$ cat config.mk
export PLATFORM = sky130hd
export DESIGN_NAME = menu_nav_ctrl_flat
export DESIGN_NICKNAME = d
export VERILOG_FILES = /design/src/rtl/menu_nav_ctrl_if.sv /design/src/rtl/menu_nav_ctrl.sv /design/src/flat_wrapper.sv
export SDC_FILE = /design/constraint.sdc
export NUM_CORES = 1
export LEC_CHECK = 0
export CORE_AREA = 5 5 66 80
export DETAILED_ROUTE_END_ITERATION = 8
export DIE_AREA = 0 0 71 85
export GPL_ROUTABILITY_DRIVEN = 0
export MAX_ROUTING_LAYER = met4
export PLACE_DENSITY = 0.66
export REMOVE_ABC_BUFFERS = 1
export SLEW_MARGIN = 10
export SYNTH_ARGS = -nofsm -noshare
export SYNTH_HDL_FRONTEND = slang
export SYNTH_SLANG_ARGS = --single-unit
export TNS_END_PERCENT = 20
$ cat constraint.sdc
create_clock -name clk_50M -period 1.7 [get_ports clk_50M]
set_input_delay 0.34 -clock clk_50M [delete_from_list [all_inputs] [get_ports clk_50M]]
set_output_delay 0.34 -clock clk_50M [all_outputs]
set_load 0.01 [all_outputs]
$ cat src/rtl/menu_nav_ctrl_if.sv
// Front-panel key pulses in, menu state and committed configuration out.
// master drives the keys (panel side); slave is the navigation controller.
interface menu_nav_ctrl_if #(
  parameter int unsigned N_MENU  = 3,
  parameter int unsigned N_FIELD = 4,
  parameter int unsigned VAL_W   = 2
);
  localparam int unsigned MSEL_W = (N_MENU > 1) ? $clog2(N_MENU) : 1;
  localparam int unsigned FSEL_W = $clog2(N_FIELD + 1);
  localparam int unsigned BANK_W = N_FIELD * VAL_W;

  logic              key_left;
  logic              key_right;
  logic              key_up;
  logic              key_down;
  logic              key_confirm;
  logic              key_quit;
  logic [1:0]        level;
  logic [MSEL_W-1:0] menu_sel;
  logic [N_MENU-1:0] menu_act;
  logic [FSEL_W-1:0] field_sel;
  logic [BANK_W-1:0] edit_vals;
  logic [BANK_W-1:0] cfg_out;
  logic              cfg_valid;
  logic              apply_stb;

  modport master (
    output key_left, key_right, key_up, key_down, key_confirm, key_quit,
    input  level, menu_sel, menu_act, field_sel, edit_vals, cfg_out, cfg_valid, apply_stb
  );

  modport slave (
    input  key_left, key_right, key_up, key_down, key_confirm, key_quit,
    output level, menu_sel, menu_act, field_sel, edit_vals, cfg_out, cfg_valid, apply_stb
  );
endinterface

$ cat src/rtl/menu_nav_ctrl.sv
// Key-driven menu navigation: TOP item select, EDIT field bank, RUN with
// committed configuration. One key action per cycle, all outputs registered.
module menu_nav_ctrl #(
  parameter int unsigned N_MENU  = 3,
  parameter int unsigned N_FIELD = 4,
  parameter int unsigned VAL_W   = 2,
  parameter int unsigned VAL_MAX = 3
) (
  input  logic           clk_50M,
  input  logic           rst_n,
  menu_nav_ctrl_if.slave bus
);
  localparam int unsigned MSEL_W = (N_MENU > 1) ? $clog2(N_MENU) : 1;
  localparam int unsigned FSEL_W = $clog2(N_FIELD + 1);
  localparam int unsigned BANK_W = N_FIELD * VAL_W;

  typedef enum logic [1:0] {
    LVL_TOP  = 2'd0,
    LVL_EDIT = 2'd1,
    LVL_RUN  = 2'd2
  } level_e;

  typedef enum logic [2:0] {
    ACT_NONE,
    ACT_QUIT,
    ACT_CONFIRM,
    ACT_UP,
    ACT_DOWN,
    ACT_LEFT,
    ACT_RIGHT
  } act_e;

  level_e            level_q,   level_d;
  logic [MSEL_W-1:0] sel_q,     sel_d;
  logic [N_MENU-1:0] mact_q,    mact_d;
  logic [FSEL_W-1:0] field_q,   field_d;
  logic [BANK_W-1:0] edit_q,    edit_d;
  logic [BANK_W-1:0] cfg_q,     cfg_d;
  logic              valid_q,   valid_d;
  logic              stb_q,     stb_d;
  act_e              act;

  function automatic logic [VAL_W-1:0] val_step(input logic [VAL_W-1:0] v, input logic inc);
    if (inc) return (v == VAL_W'(VAL_MAX)) ? '0 : v + VAL_W'(1);
    else     return (v == '0) ? VAL_W'(VAL_MAX) : v - VAL_W'(1);
  endfunction

  // Fixed-priority key arbitration; losers are dropped this cycle
  always_comb begin
    act = ACT_NONE;
    if      (bus.key_quit)    act = ACT_QUIT;
    else if (bus.key_confirm) act = ACT_CONFIRM;
    else if (bus.key_up)      act = ACT_UP;
    else if (bus.key_down)    act = ACT_DOWN;
    else if (bus.key_left)    act = ACT_LEFT;
    else if (bus.key_right)   act = ACT_RIGHT;
  end

  always_ff @(posedge clk_50M or negedge rst_n) begin
    if (!rst_n) begin
      level_q <= LVL_TOP;
      sel_q   <= '0;
      mact_q  <= '0;
      field_q <= '0;
      edit_q  <= '0;
      cfg_q   <= '0;
      valid_q <= 1'b0;
      stb_q   <= 1'b0;
    end else begin
      level_q <= level_d;
      sel_q   <= sel_d;
      mact_q  <= mact_d;
      field_q <= field_d;
      edit_q  <= edit_d;
      cfg_q   <= cfg_d;
      valid_q <= valid_d;
      stb_q   <= stb_d;
    end
  end

  always_comb begin
    level_d = level_q;
    sel_d   = sel_q;
    field_d = field_q;
    edit_d  = edit_q;
    cfg_d   = cfg_q;
    valid_d = valid_q;
    stb_d   = 1'b0;
    mact_d  = '0;

    case (level_q)
      LVL_TOP: begin
        case (act)
          ACT_CONFIRM: begin
            level_d = LVL_EDIT;
            field_d = '0;
          end
          ACT_LEFT:  sel_d = (sel_q == '0) ? MSEL_W'(N_MENU - 1) : sel_q - MSEL_W'(1);
          ACT_RIGHT: sel_d = (sel_q == MSEL_W'(N_MENU - 1)) ? '0 : sel_q + MSEL_W'(1);
          default: ;
        endcase
      end

      LVL_EDIT: begin
        case (act)
          ACT_QUIT: begin
            level_d = LVL_TOP;
            field_d = '0;
            edit_d  = '0;
            cfg_d   = '0;
            valid_d = 1'b0;
          end
          ACT_CONFIRM: begin
            if (field_q == FSEL_W'(N_FIELD)) begin
              level_d = LVL_RUN;
              cfg_d   = edit_q;
              valid_d = 1'b1;
              stb_d   = 1'b1;
            end
          end
          ACT_UP:   field_d = (field_q == '0) ? FSEL_W'(N_FIELD) : field_q - FSEL_W'(1);
          ACT_DOWN: field_d = (field_q == FSEL_W'(N_FIELD)) ? '0 : field_q + FSEL_W'(1);
          ACT_LEFT, ACT_RIGHT: begin
            // Apply row never matches a field index, so it is left untouched
            for (int i = 0; i < N_FIELD; i++) begin
              if (field_q == FSEL_W'(i))
                edit_d[i*VAL_W +: VAL_W] = val_step(edit_q[i*VAL_W +: VAL_W], act == ACT_RIGHT);
            end
          end
          default: ;
        endcase
      end

      LVL_RUN: begin
        if (act == ACT_QUIT) level_d = LVL_EDIT;
      end

      default: begin
        level_d = LVL_TOP;
        field_d = '0;
        edit_d  = '0;
        cfg_d   = '0;
        valid_d = 1'b0;
      end
    endcase

    if (level_d != LVL_TOP) mact_d = N_MENU'(1) << sel_d;
  end

  assign bus.level     = level_q;
  assign bus.menu_sel  = sel_q;
  assign bus.menu_act  = mact_q;
  assign bus.field_sel = field_q;
  assign bus.edit_vals = edit_q;
  assign bus.cfg_out   = cfg_q;
  assign bus.cfg_valid = valid_q;
  assign bus.apply_stb = stb_q;
endmodule

$ cat src/flat_wrapper.sv
// flat-port wrapper written by rule: the top's interface ports become plain ports
module menu_nav_ctrl_flat 
#(
  parameter int unsigned N_MENU  = 3,
  parameter int unsigned N_FIELD = 4,
  parameter int unsigned VAL_W   = 2,
  parameter int unsigned VAL_MAX = 3
)
  (clk_50M, rst_n, bus_key_left, bus_key_right, bus_key_up, bus_key_down, bus_key_confirm, bus_key_quit, bus_level, bus_menu_sel, bus_menu_act, bus_field_sel, bus_edit_vals, bus_cfg_out, bus_cfg_valid, bus_apply_stb);
  menu_nav_ctrl_if #(.N_MENU(N_MENU), .N_FIELD(N_FIELD), .VAL_W(VAL_W)) bus_i ();
  input  logic clk_50M;
  input  logic rst_n;
  input wire logic [$bits(bus_i.key_left)-1:0] bus_key_left;
  input wire logic [$bits(bus_i.key_right)-1:0] bus_key_right;
  input wire logic [$bits(bus_i.key_up)-1:0] bus_key_up;
  input wire logic [$bits(bus_i.key_down)-1:0] bus_key_down;
  input wire logic [$bits(bus_i.key_confirm)-1:0] bus_key_confirm;
  input wire logic [$bits(bus_i.key_quit)-1:0] bus_key_quit;
  output wire logic [$bits(bus_i.level)-1:0] bus_level;
  output wire logic [$bits(bus_i.menu_sel)-1:0] bus_menu_sel;
  output wire logic [$bits(bus_i.menu_act)-1:0] bus_menu_act;
  output wire logic [$bits(bus_i.field_sel)-1:0] bus_field_sel;
  output wire logic [$bits(bus_i.edit_vals)-1:0] bus_edit_vals;
  output wire logic [$bits(bus_i.cfg_out)-1:0] bus_cfg_out;
  output wire logic [$bits(bus_i.cfg_valid)-1:0] bus_cfg_valid;
  output wire logic [$bits(bus_i.apply_stb)-1:0] bus_apply_stb;
  assign bus_i.key_left = bus_key_left;
  assign bus_i.key_right = bus_key_right;
  assign bus_i.key_up = bus_key_up;
  assign bus_i.key_down = bus_key_down;
  assign bus_i.key_confirm = bus_key_confirm;
  assign bus_i.key_quit = bus_key_quit;
  assign bus_level = bus_i.level;
  assign bus_menu_sel = bus_i.menu_sel;
  assign bus_menu_act = bus_i.menu_act;
  assign bus_field_sel = bus_i.field_sel;
  assign bus_edit_vals = bus_i.edit_vals;
  assign bus_cfg_out = bus_i.cfg_out;
  assign bus_cfg_valid = bus_i.cfg_valid;
  assign bus_apply_stb = bus_i.apply_stb;
  menu_nav_ctrl #(.N_MENU(N_MENU), .N_FIELD(N_FIELD), .VAL_W(VAL_W), .VAL_MAX(VAL_MAX)) u_core (.clk_50M(clk_50M), .rst_n(rst_n), .bus(bus_i));
endmodule
==> results of run 1 <==
## layer usage
layer  global-route usage [%]  part of all wire [%]
met2                     24.1                    51
met1                     16.3                    44
met5                        -                     0
met4                     6.15                   2.1
met3                     1.42                   3.2
## repair_timing
action,CTS,global route
pin swaps,3,4
resized for setup,8,11
setup endpoints to repair,19,16
hold endpoints to repair,0,0
## area by class of cell
class | instances | area [µm²] | share of cell area [%]
Multi-Input combinational cell | 118 | 1000 | 40.8
Sequential cell | 28 | 707 | 28.8
Timing Repair Buffer | 60 | 546 | 22.2
Tap cell | 58 | 72.6 | 2.96
Inverter | 15 | 56.3 | 2.29
Clock buffer | 3 | 41.3 | 1.68
Clock inverter | 1 | 30.0 | 1.22
## synth_stat cells, drive strengths merged (4+ instances only)
master and n:
a21oi 9, a22o 9, a31oi 4, dfrtp 28, ha 17, inv 15
nand2 7, nand3 5, nand4 4, nor2 6, nor2b 6, nor3 7
o2bb2ai 8, xnor2 4
## registers in the layout (all words and copies together), names as in the netlist
register              flops
u_core.bus.apply_stb      1
u_core.bus.cfg_out        8
u_core.bus.cfg_valid      1
u_core.bus.edit_vals      8
u_core.bus.field_sel      3
u_core.bus.level          2
u_core.bus.menu_act       3
u_core.bus.menu_sel       2
## through the flow
stage / hold slack, ns / utilization [%] / area [µm²]
floorplan: 0.0444 / - / 1700
global placement: 0.459 / 51.8 / 2310
detailed placement: 0.467 / 51.8 / 2310
CTS: 0.445 / 54.1 / 2410
global route: 0.474 / 55.0 / 2450
finish: 0.439 / 55.0 / 2450
## cells by family after synthesis
logic type,Yosys count,share of synthesized area [%]
simple gates,48,17.6
compound gates,48,22.1
xor+xnor,4,2.03
flops,28,40.6
fa+ha+maj,17,12.3
mux,1,0.653
buf+inv,20,4.72
## path summary, 6_finish.rpt
kind                                                       start                                  end  slack, ns  cells past startpoint
worst max-delay path                                  bus_key_up     u_core.bus.menu_act[2]$_DFF_PN0_       0.04                      5
worst min-delay path                                       rst_n       u_core.bus.apply_stb$_DFF_PN0_       0.44                      2
worst max register to register     u_core.bus.level[1]$_DFF_PN0_  u_core.bus.field_sel[0]$_DFFE_PN0P_       0.15                      5
worst min register to register  u_core.bus.cfg_valid$_DFFE_PN0P_     u_core.bus.cfg_valid$_DFFE_PN0P_       0.49                      1
max in group asynchronous                                  rst_n  u_core.bus.edit_vals[4]$_DFFE_PN0P_       0.98                      2
min in group clk_50M            u_core.bus.cfg_valid$_DFFE_PN0P_     u_core.bus.cfg_valid$_DFFE_PN0P_       0.49                      1
## power by group
group | switching, mW | total, mW | internal (mW)
clock network | 0.214 | 0.530 | 0.316
registers | 0.0254 | 0.712 | 0.687
logic | 0.148 | 0.295 | 0.147
## layout by cell type (no fill, tap or decap), types with 2 or more instances in the layout
| cell type | synthesis | routed |
|---|---|---|
| a21o_1 | 2 | 2 |
| a21oi_1 | 9 | 9 |
| a22o_1 | 9 | 9 |
| a22oi_1 | 2 | 2 |
| a31oi_1 | 4 | 4 |
| a41oi_2 | 1 | 2 |
| buf_4 | 1 | 24 |
| clkbuf_8 | 0 | 3 |
| clkdlybuf4s50_1 | 0 | 32 |
| dfrtp_1 | 28 | 23 |
| dfrtp_2 | 0 | 5 |
| dlymetal6s2s_1 | 0 | 2 |
| ha_1 | 17 | 17 |
| inv_1 | 15 | 15 |
| nand2_1 | 7 | 6 |
| nand3_1 | 5 | 4 |
| nand4_1 | 4 | 4 |
| nor2_1 | 6 | 6 |
| nor2b_1 | 6 | 6 |
| nor3_1 | 4 | 3 |
| nor3_2 | 3 | 3 |
| nor3b_2 | 1 | 2 |
| o211ai_1 | 3 | 3 |
| o2bb2ai_1 | 8 | 8 |
| or2_2 | 2 | 2 |
| xnor2_1 | 4 | 4 |
## critical path, stage by stage
cell and delay (ns):
clkdlybuf4s50_1 0.42, or4_4 0.56, nor3_2 0.16, o221a_4 0.23, nor3b_2 0.16
==> summary.md, run 1 <==
In this run the remaining antenna-violating nets after routing total 0. In this run, synthesis inferred 0 flip-flops with an integrated enable. Dividing the final minimum period by the clock period gives 97.4%. The number of violations of the max-capacitance limit was 0; the post-layout minimum cycle time was 1.66 ns. In the synthesized netlist, the number of instances is 166. The netlist uses 44 different library cells.

Type of the setup path with the least slack: input pin to flip-flop. Setup violations remaining at the end of the flow were counted as 0. 0 antenna diodes ended up in the layout.

The total via count in the routed design is 1,475, and the number of fill cells in the layout is 411. In this run the vertical extent of the chip is 85 µm. At the worst endpoint, the required time is 1.91 ns. Of all nets on the critical path, the largest fanout is 4.

Counting flops and latches in the post-synthesis netlist gives 28. The run gives 0.0435 ns as the final worst setup slack. IR analysis of the VDD net gives a maximum drop of 323 µV. The logs give 0.28 ns for the clock latency reported for the late side of the worst-skew pair and 0 for the DRC violation count after routing. The detailed router's first-iteration violation count was 37; the detailed placer's ending HPWL was 3040 µm.

Clock-pin slew reported for the worst setup and hold paths after clock tree synthesis: 0.10 ns. For this run, the leading register cell type out of synthesis is dfrtp_1. The flow ran to the end, and the final reports show no timing, DRC or antenna violations. The worst setup path is captured at a flip-flop.

The worst slew slack as a fraction of its limit is 70.4%, and the width of the die is 71 µm. The post-synthesis to final-layout area growth was 42.3%. The area of the core is 4460 µm², and the mean post-synth cell area is 10.4 µm². Post-CTS timing repair inserted 0 buffers for setup. The final layout contains 251 nets.

The cell area that synthesis handed to floorplanning was 1720 µm². Global routing used 14.0% of the available tracks. During I/O placement, the number of pins put on the boundary was 36.

STA classifies the critical path startpoint as an input pin. TritonCTS built the clock tree. The pre-antenna-repair detailed-routing pass consisted of 4 iterations. The number of global-route vias before repair was 1,476; the data arrival time of the worst path was 1.87 ns. The synthesized design devotes to its leading area cell type 40.6% of total area.

The die covers 6040 µm². The async set or reset register ratio after synthesis is 100%, and the cell count after placement is 279. The wire length per cell after detailed routing came out at 13.7 µm. Library cell with the largest summed area after synthesis: dfrtp_1.

The number of antenna violations at the first check in global routing came out at 0. Buffers inserted during clock tree synthesis total 3. The logs give 2 for the clock tree buffer depth and 604 MHz for the maximum frequency from static timing analysis. Setup repair after global routing left no endpoint under its margin. Dividing total power by cell area gives a power density of 626 nW/µm². The starting density of the core is 38.7%, and the count of yosys warnings during synthesis is 0. Buffer cell driving the clock tree root: clkbuf_8.

After the flow finishes, the layout carries non-filler instances totaling 283. Type of the most critical hold path: input pin to asynchronous set/reset pin. Summing internal, switching and leakage power gives 1.54 mW.

Wires add up to 3880 µm. On the final layout, the worst clock skew is 0.00661 ns. The logs give 6600 µm for the wire length of the first global-routing pass and 1.07 nW for the reported leakage power.

Maximum level of the CTS H-tree: 1. The tools report the number of hold-repair buffers added at the cts stage as 0. Summed over all layers, the global routing overflow is 0. The number of buffer cells added on primary ports works out to 35.

The share of the Yosys chip area taken by registers is 40.6%. For the row count, the log shows 27. The number of hold violations in the final report came out at 0. By area the synthesized netlist is led by dfrtp_1, ha_1, a22o_1.

The post-place setup slack is -0.391 ns. In the routed layout, each cell is associated on average with a via count of 5.21. CTS saw 28 sinks. The aggregate negative setup slack is 0 ns, and the proportion of layout cells with a drive suffix above 1 is 24.0%.

For the pin with the worst max-slew slack, the measured transition is 0.444 ns. The tools report the final count of pins violating max slew as 0. For the largest net degree at the start of global routing, the log shows 29.
Note: power is estimated with default switching activity, not from simulation.
==> run 2: changes to the inputs <==
--- a/config.mk
+++ b/config.mk
@@ -5,6 +5,7 @@
 export SDC_FILE = /design/constraint.sdc
 export NUM_CORES = 1
 export LEC_CHECK = 0
+export CAP_MARGIN = 10
 export CORE_AREA = 5 5 66 80
 export DETAILED_ROUTE_END_ITERATION = 8
 export DIE_AREA = 0 0 71 85
==> results of run 2 <==
Final layout, timing and power as in run 1 (identical DEF).
==> RTL change 1: new RTL, flow settings as in run 1 <==
`N_MENU` is set to 3 in 3 places; all go to 2.
--- a/src/rtl/menu_nav_ctrl_if.sv
+++ b/src/rtl/menu_nav_ctrl_if.sv
@@ -2,5 +2,5 @@
 // master drives the keys (panel side); slave is the navigation controller.
 interface menu_nav_ctrl_if #(
-  parameter int unsigned N_MENU  = 3,
+  parameter int unsigned N_MENU  = 2,
   parameter int unsigned N_FIELD = 4,
   parameter int unsigned VAL_W   = 2
--- a/src/rtl/menu_nav_ctrl.sv
+++ b/src/rtl/menu_nav_ctrl.sv
@@ -2,5 +2,5 @@
 // committed configuration. One key action per cycle, all outputs registered.
 module menu_nav_ctrl #(
-  parameter int unsigned N_MENU  = 3,
+  parameter int unsigned N_MENU  = 2,
   parameter int unsigned N_FIELD = 4,
   parameter int unsigned VAL_W   = 2,
--- a/src/flat_wrapper.sv
+++ b/src/flat_wrapper.sv
@@ -2,5 +2,5 @@
 module menu_nav_ctrl_flat 
 #(
-  parameter int unsigned N_MENU  = 3,
+  parameter int unsigned N_MENU  = 2,
   parameter int unsigned N_FIELD = 4,
   parameter int unsigned VAL_W   = 2,
Interface: changed (resized bus_menu_act and bus_menu_sel); port bits go from 36 to 34. No check against the original RTL was run, so the function may have changed too.
==> RTL change 1 against run 1 <==
Worst hold slack improved by 0.0063 ns. Setup slack got worse by 0.013 ns. Design area fell by 12%. Maximum frequency fell by 0.80%. Non-clock buffer count fell by 2. Routed wire length fell by 14%. Sequential power fell by 4.1%. Sequential cell count fell by 2. Clock skew fell by 0.0023 ns. Power fell by 11%. Cell count fell by 6.4%. Area after synthesis fell by 12%. Largest cell class unchanged.
==> RTL change 1: results (changes against run 1) <==
stage,metric,value,unit,change
layout,fin nets,230,,-8.4%
worst_setup_path,CP max FO,5,,+1
grt,initial antenna violation count,0,,unchanged
power_and_ir_drop,Max VDD drop,0.251,mV,-22%
clock_network,post-cts gate resize count,11,,+3
synthesis,"Distinct cells, synth",38,,-14%
power_and_ir_drop,LEAKAGE,0.973,nW,-9.2%
grt,global-route wire length before repair,5780,um,-12%
outcome,run status,completed,,
synthesis,Yosys warning count,0,,unchanged
synthesis,XOR/XNOR Fraction of Synth Area,0.0339,,+0.0136
synthesis,asr flop ratio synth,1.00,,unchanged
sta,Max Slew Vio Count,0,,unchanged
clock_network,Post-CTS Setup Inserts,0,,unchanged
power_and_ir_drop,Psw,0.347,mW,-10%
grt,largest net degree at the start of global routing,27,,-6.9%
routing,drt pass-1 iters,4,,unchanged
synthesis,main area contributors after synthesis,"dfrtp_1, ha_1, a22o_1, o2bb2ai_1, inv_1",,
clock_network,Worst-Skew Late Latency,0.26,ns,-0.02 ns
synthesis,sequential fraction of the synthesis area,0.430,,+0.0234
routing,WL/cell,12.6,um,-8.2%
synthesis,Compound-Gate Fraction of Synth Area,0.225,,+0.00418
grt,Total GRT Usage,0.119,,-0.0215
placement,Final HPWL DP,2620,um,-14%
placement,count of input and output buffers,33,,-5.7%
clock_network,Root Buffer,clkbuf_8,,
clock_network,H-tree levels,1,,unchanged
synthesis,mux contribution to synthesized area,0.0140,,+0.00752
worst_setup_path,CP max-delay cell,or4_4,,
clock_network,Clock Tree Buf Depth,2,,unchanged
power_and_ir_drop,total power density per cell area,632,nW/um2,+0.96%
worst_setup_path,CP peak stage delay,0.52,ns,-0.04 ns
sta,worst-margin pin slew,0.365,ns,-0.0798 ns
min_path,Worst Hold Class,input port to asynchronous set/reset pin,,
synthesis,Post-Synth Adder-Cell Area,0.116,,-0.00766
synthesis,"top cells by count, synth","dfrtp_1, ha_1, inv_1",,
clock_network,Inserted Clock Buffers,3,,unchanged
layout,share of cells above drive strength 1,0.198,,-0.0419
routing,via count,1278,,-13%
sta,clk_skew,0.00427,ns,-0.00234 ns
power_and_ir_drop,Gate power share,0.213,,+0.021
routing,Initial DRC Count,31,,-16%
power_and_ir_drop,Flop pwr share,0.501,,+0.038
worst_setup_path,Critical Path AT,1.88,ns,
## RTL change 1: path summary, 6_finish.rpt
path,startpoint,end,slack [ns],depth (start not counted)
worst max-delay path,bus_key_confirm,u_core.bus.menu_act[1]$_DFF_PN0_,0.03,5
worst min-delay path,rst_n,u_core.bus.cfg_out[7]$_DFFE_PN0P_,0.44,2
worst max register to register,u_core.bus.field_sel[1]$_DFFE_PN0P_,u_core.bus.edit_vals[6]$_DFFE_PN0P_,0.11,6
worst min register to register,u_core.bus.cfg_valid$_DFFE_PN0P_,u_core.bus.cfg_valid$_DFFE_PN0P_,0.48,1
max in group asynchronous,rst_n,u_core.bus.edit_vals[2]$_DFFE_PN0P_,0.99,2
min in group clk_50M,u_core.bus.cfg_valid$_DFFE_PN0P_,u_core.bus.cfg_valid$_DFFE_PN0P_,0.48,1
## RTL change 1: area by class of cell
cell class              instances  area [um2]
well taps                      58        72.6
fillers                       442        2300
flip-flops and latches         26         654
multi-input cells             106         806
repair buffers                 58         520
clock buffers                   4        55.1
inverters                      13        48.8
## RTL change 1: metal layers
layer,track usage,vias up,wire length (um)
met4,0.0376,0,36
li1,-,657,-
met2,0.198,24,1630
met1,0.145,595,1500
met3,0.0190,2,161
met5,-,-,0
## RTL change 1: metrics by stage
step / worst slack [ns] / TNS [ns] / std cells / cell area, um2 / util
2_1_floorplan: -0.0497 / -0.0998 / 145 / 1490 / -
3_3_place_gp: -0.538 / -7.72 / 260 / 2070 / 0.464
3_5_place_dp: -0.539 / -7.85 / 260 / 2070 / 0.464
4_1_cts: -0.0000191 / -0.0000191 / 264 / 2130 / 0.477
5_1_grt: -0.0120 / -0.0171 / 265 / 2160 / 0.484
6_report: 0.0302 / 0 / 265 / 2160 / 0.484
==> RTL change 2: new RTL, config.mk and constraints of run 1 <==
Without the edit above. Reset style: synchronous (`rst_n`), changed in one clocked block.
--- a/src/rtl/menu_nav_ctrl.sv
+++ b/src/rtl/menu_nav_ctrl.sv
@@ -57,5 +57,5 @@
   end
 
-  always_ff @(posedge clk_50M or negedge rst_n) begin
+  always_ff @(posedge clk_50M) begin
     if (!rst_n) begin
       level_q <= LVL_TOP;
Formal check against the unedited RTL: differs if rst_n is asserted again (counterexample within 4 cycles, from zero or initial values and one cycle with rst_n low); with rst_n held inactive, the same outputs for 4 cycles.
==> RTL change 2 against run 1 <==
Setup slack improved by 0.020 ns. Routed wire length fell by 7.3%. Worst hold slack improved by 0.022 ns. Area after synthesis fell by 6.9%. Maximum frequency rose by 1.2%. Sequential cell count did not move. Design area fell by 6.3%.
Power is not compared: it rests on default switching activity, and its combinational part moved more than twofold at a synthesized area within 25%.
==> RTL change 2: results (changes against run 1) <==
stage,metric,value,unit,change
outcome,run status,completed,,
clock_network,Clock Tree Buf Depth,2,,unchanged
synthesis,main area contributors after synthesis,"dfxtp_1, ha_1, a22o_1, a32o_2, inv_1",,
layout,sequential share of cell area,0.245,,-0.0432
routing,Initial DRC Count,75,,+100%
synthesis,mux contribution to synthesized area,0.0133,,+0.00672
grt,global-route wire length before repair,5990,um,-9.2%
layout,share of cells above drive strength 1,0.223,,-0.0173
routing,uppermost routed layer,met4,,
routing,via count,1474,,-0.068%
grt,largest net degree at the start of global routing,17,,-41%
grt,Global Route met3 Usage,0.00948,,-0.00474
synthesis,"Avg Cell Area, Syn",9.07,um2,-13%
sta,clk_skew,0.00218,ns,-0.00443 ns
synthesis,"Distinct cells, synth",41,,-6.8%
layout,Non-clock buffers,64,,+6.7%
layout,Data buffer area share,0.246,,+0.0237
grt,vias in the first global route,1412,,-4.3%
placement,count of input and output buffers,35,,unchanged
synthesis,Post-Synth Adder-Cell Area,0.133,,+0.00913
synthesis,asr flop ratio synth,0,,-1.00
clock_network,clock-pin slew on the worst setup and hold paths,0.09,ns,
routing,WL/cell,12.2,um,-11%
worst_setup_path,Critical Path AT,1.85,ns,-0.02 ns
layout,fin nets,264,,+5.2%
synthesis,"top cells by count, synth","dfxtp_1, ha_1, a22o_1, inv_1, nor2_1",,
layout,Final clock-cell share,0.0310,,+0.00196
placement,DP Worst Slack,-0.389,ns,+0.00169 ns
layout,area of the multi-input gates,970,um2,-3.1%
clock_network,Post-CTS Setup Inserts,0,,unchanged
routing,DRT Wirelength,3600,um,-7.3%
synthesis,ys flop type,dfxtp_1,,
synthesis,Yosys warning count,0,,unchanged
power_and_ir_drop,Tot Pwr,1.33,mW,
worst_setup_path,CP max FO,5,,+1
grt,GRT met1 Usage,0.139,,-0.0241
worst_setup_path,CP max-delay cell,or4_4,,
power_and_ir_drop,P_int,1.05,mW,
placement,Final HPWL DP,2900,um,-4.6%
synthesis,XOR/XNOR Fraction of Synth Area,0.0273,,+0.00696
min_path,Worst Hold Class,flip-flop to flip-flop,,
routing,met2 wire len,1810,um,-8.3%
power_and_ir_drop,total power density per cell area,578,nW/um2,
synthesis,sequential fraction of the synthesis area,0.349,,-0.0572
grt,initial antenna violation count,0,,unchanged
sta,worst-margin pin slew,0.429,ns,-0.0152 ns
grt,Total GRT Usage,0.123,,-0.0174
routing,routed metal-1 wirelength,1620,um,-4.4%
grt,met2 usage,0.217,,-0.0245
layout,count of multi-input gates,127,,+7.6%
synthesis,Compound-Gate Fraction of Synth Area,0.235,,+0.0140
power_and_ir_drop,Gate power share,0.110,,
routing,DR WL met3,123,um,-2.4%
layout,Fillers,429,,+4.4%
layout,sequential cells,28,,unchanged
clock_network,post-cts gate resize count,8,,unchanged
layout,# diodes,0,,unchanged
placement,Area after DPL,2210,um2,-4.3%
placement,placed cells,292,,+4.7%
==> RTL change 2: worst paths after layout <==
kind | to | from | cells past startpoint | slack (ns)
setup / recovery | u_core.bus.edit_vals[0]$_SDFFE_PN0P_ | bus_key_confirm | 5 | 0.06
hold reg to reg | u_core.bus.cfg_valid$_SDFFE_PN0P_ | u_core.bus.cfg_valid$_SDFFE_PN0P_ | 1 | 0.46
setup reg to reg | u_core.bus.field_sel[2]$_SDFFE_PN0P_ | u_core.bus.field_sel[0]$_SDFFE_PN0P_ | 7 | 0.19
hold / removal | u_core.bus.cfg_valid$_SDFFE_PN0P_ | u_core.bus.cfg_valid$_SDFFE_PN0P_ | 1 | 0.46
==> RTL change 2: worst max-delay path: cells and delay by family <==
family,cells,cell delay (ns)
AND/OR/NAND/NOR,2,0.99
AO/OA/AOI/OAI,2,0.27
buffers and inverters,1,0.25
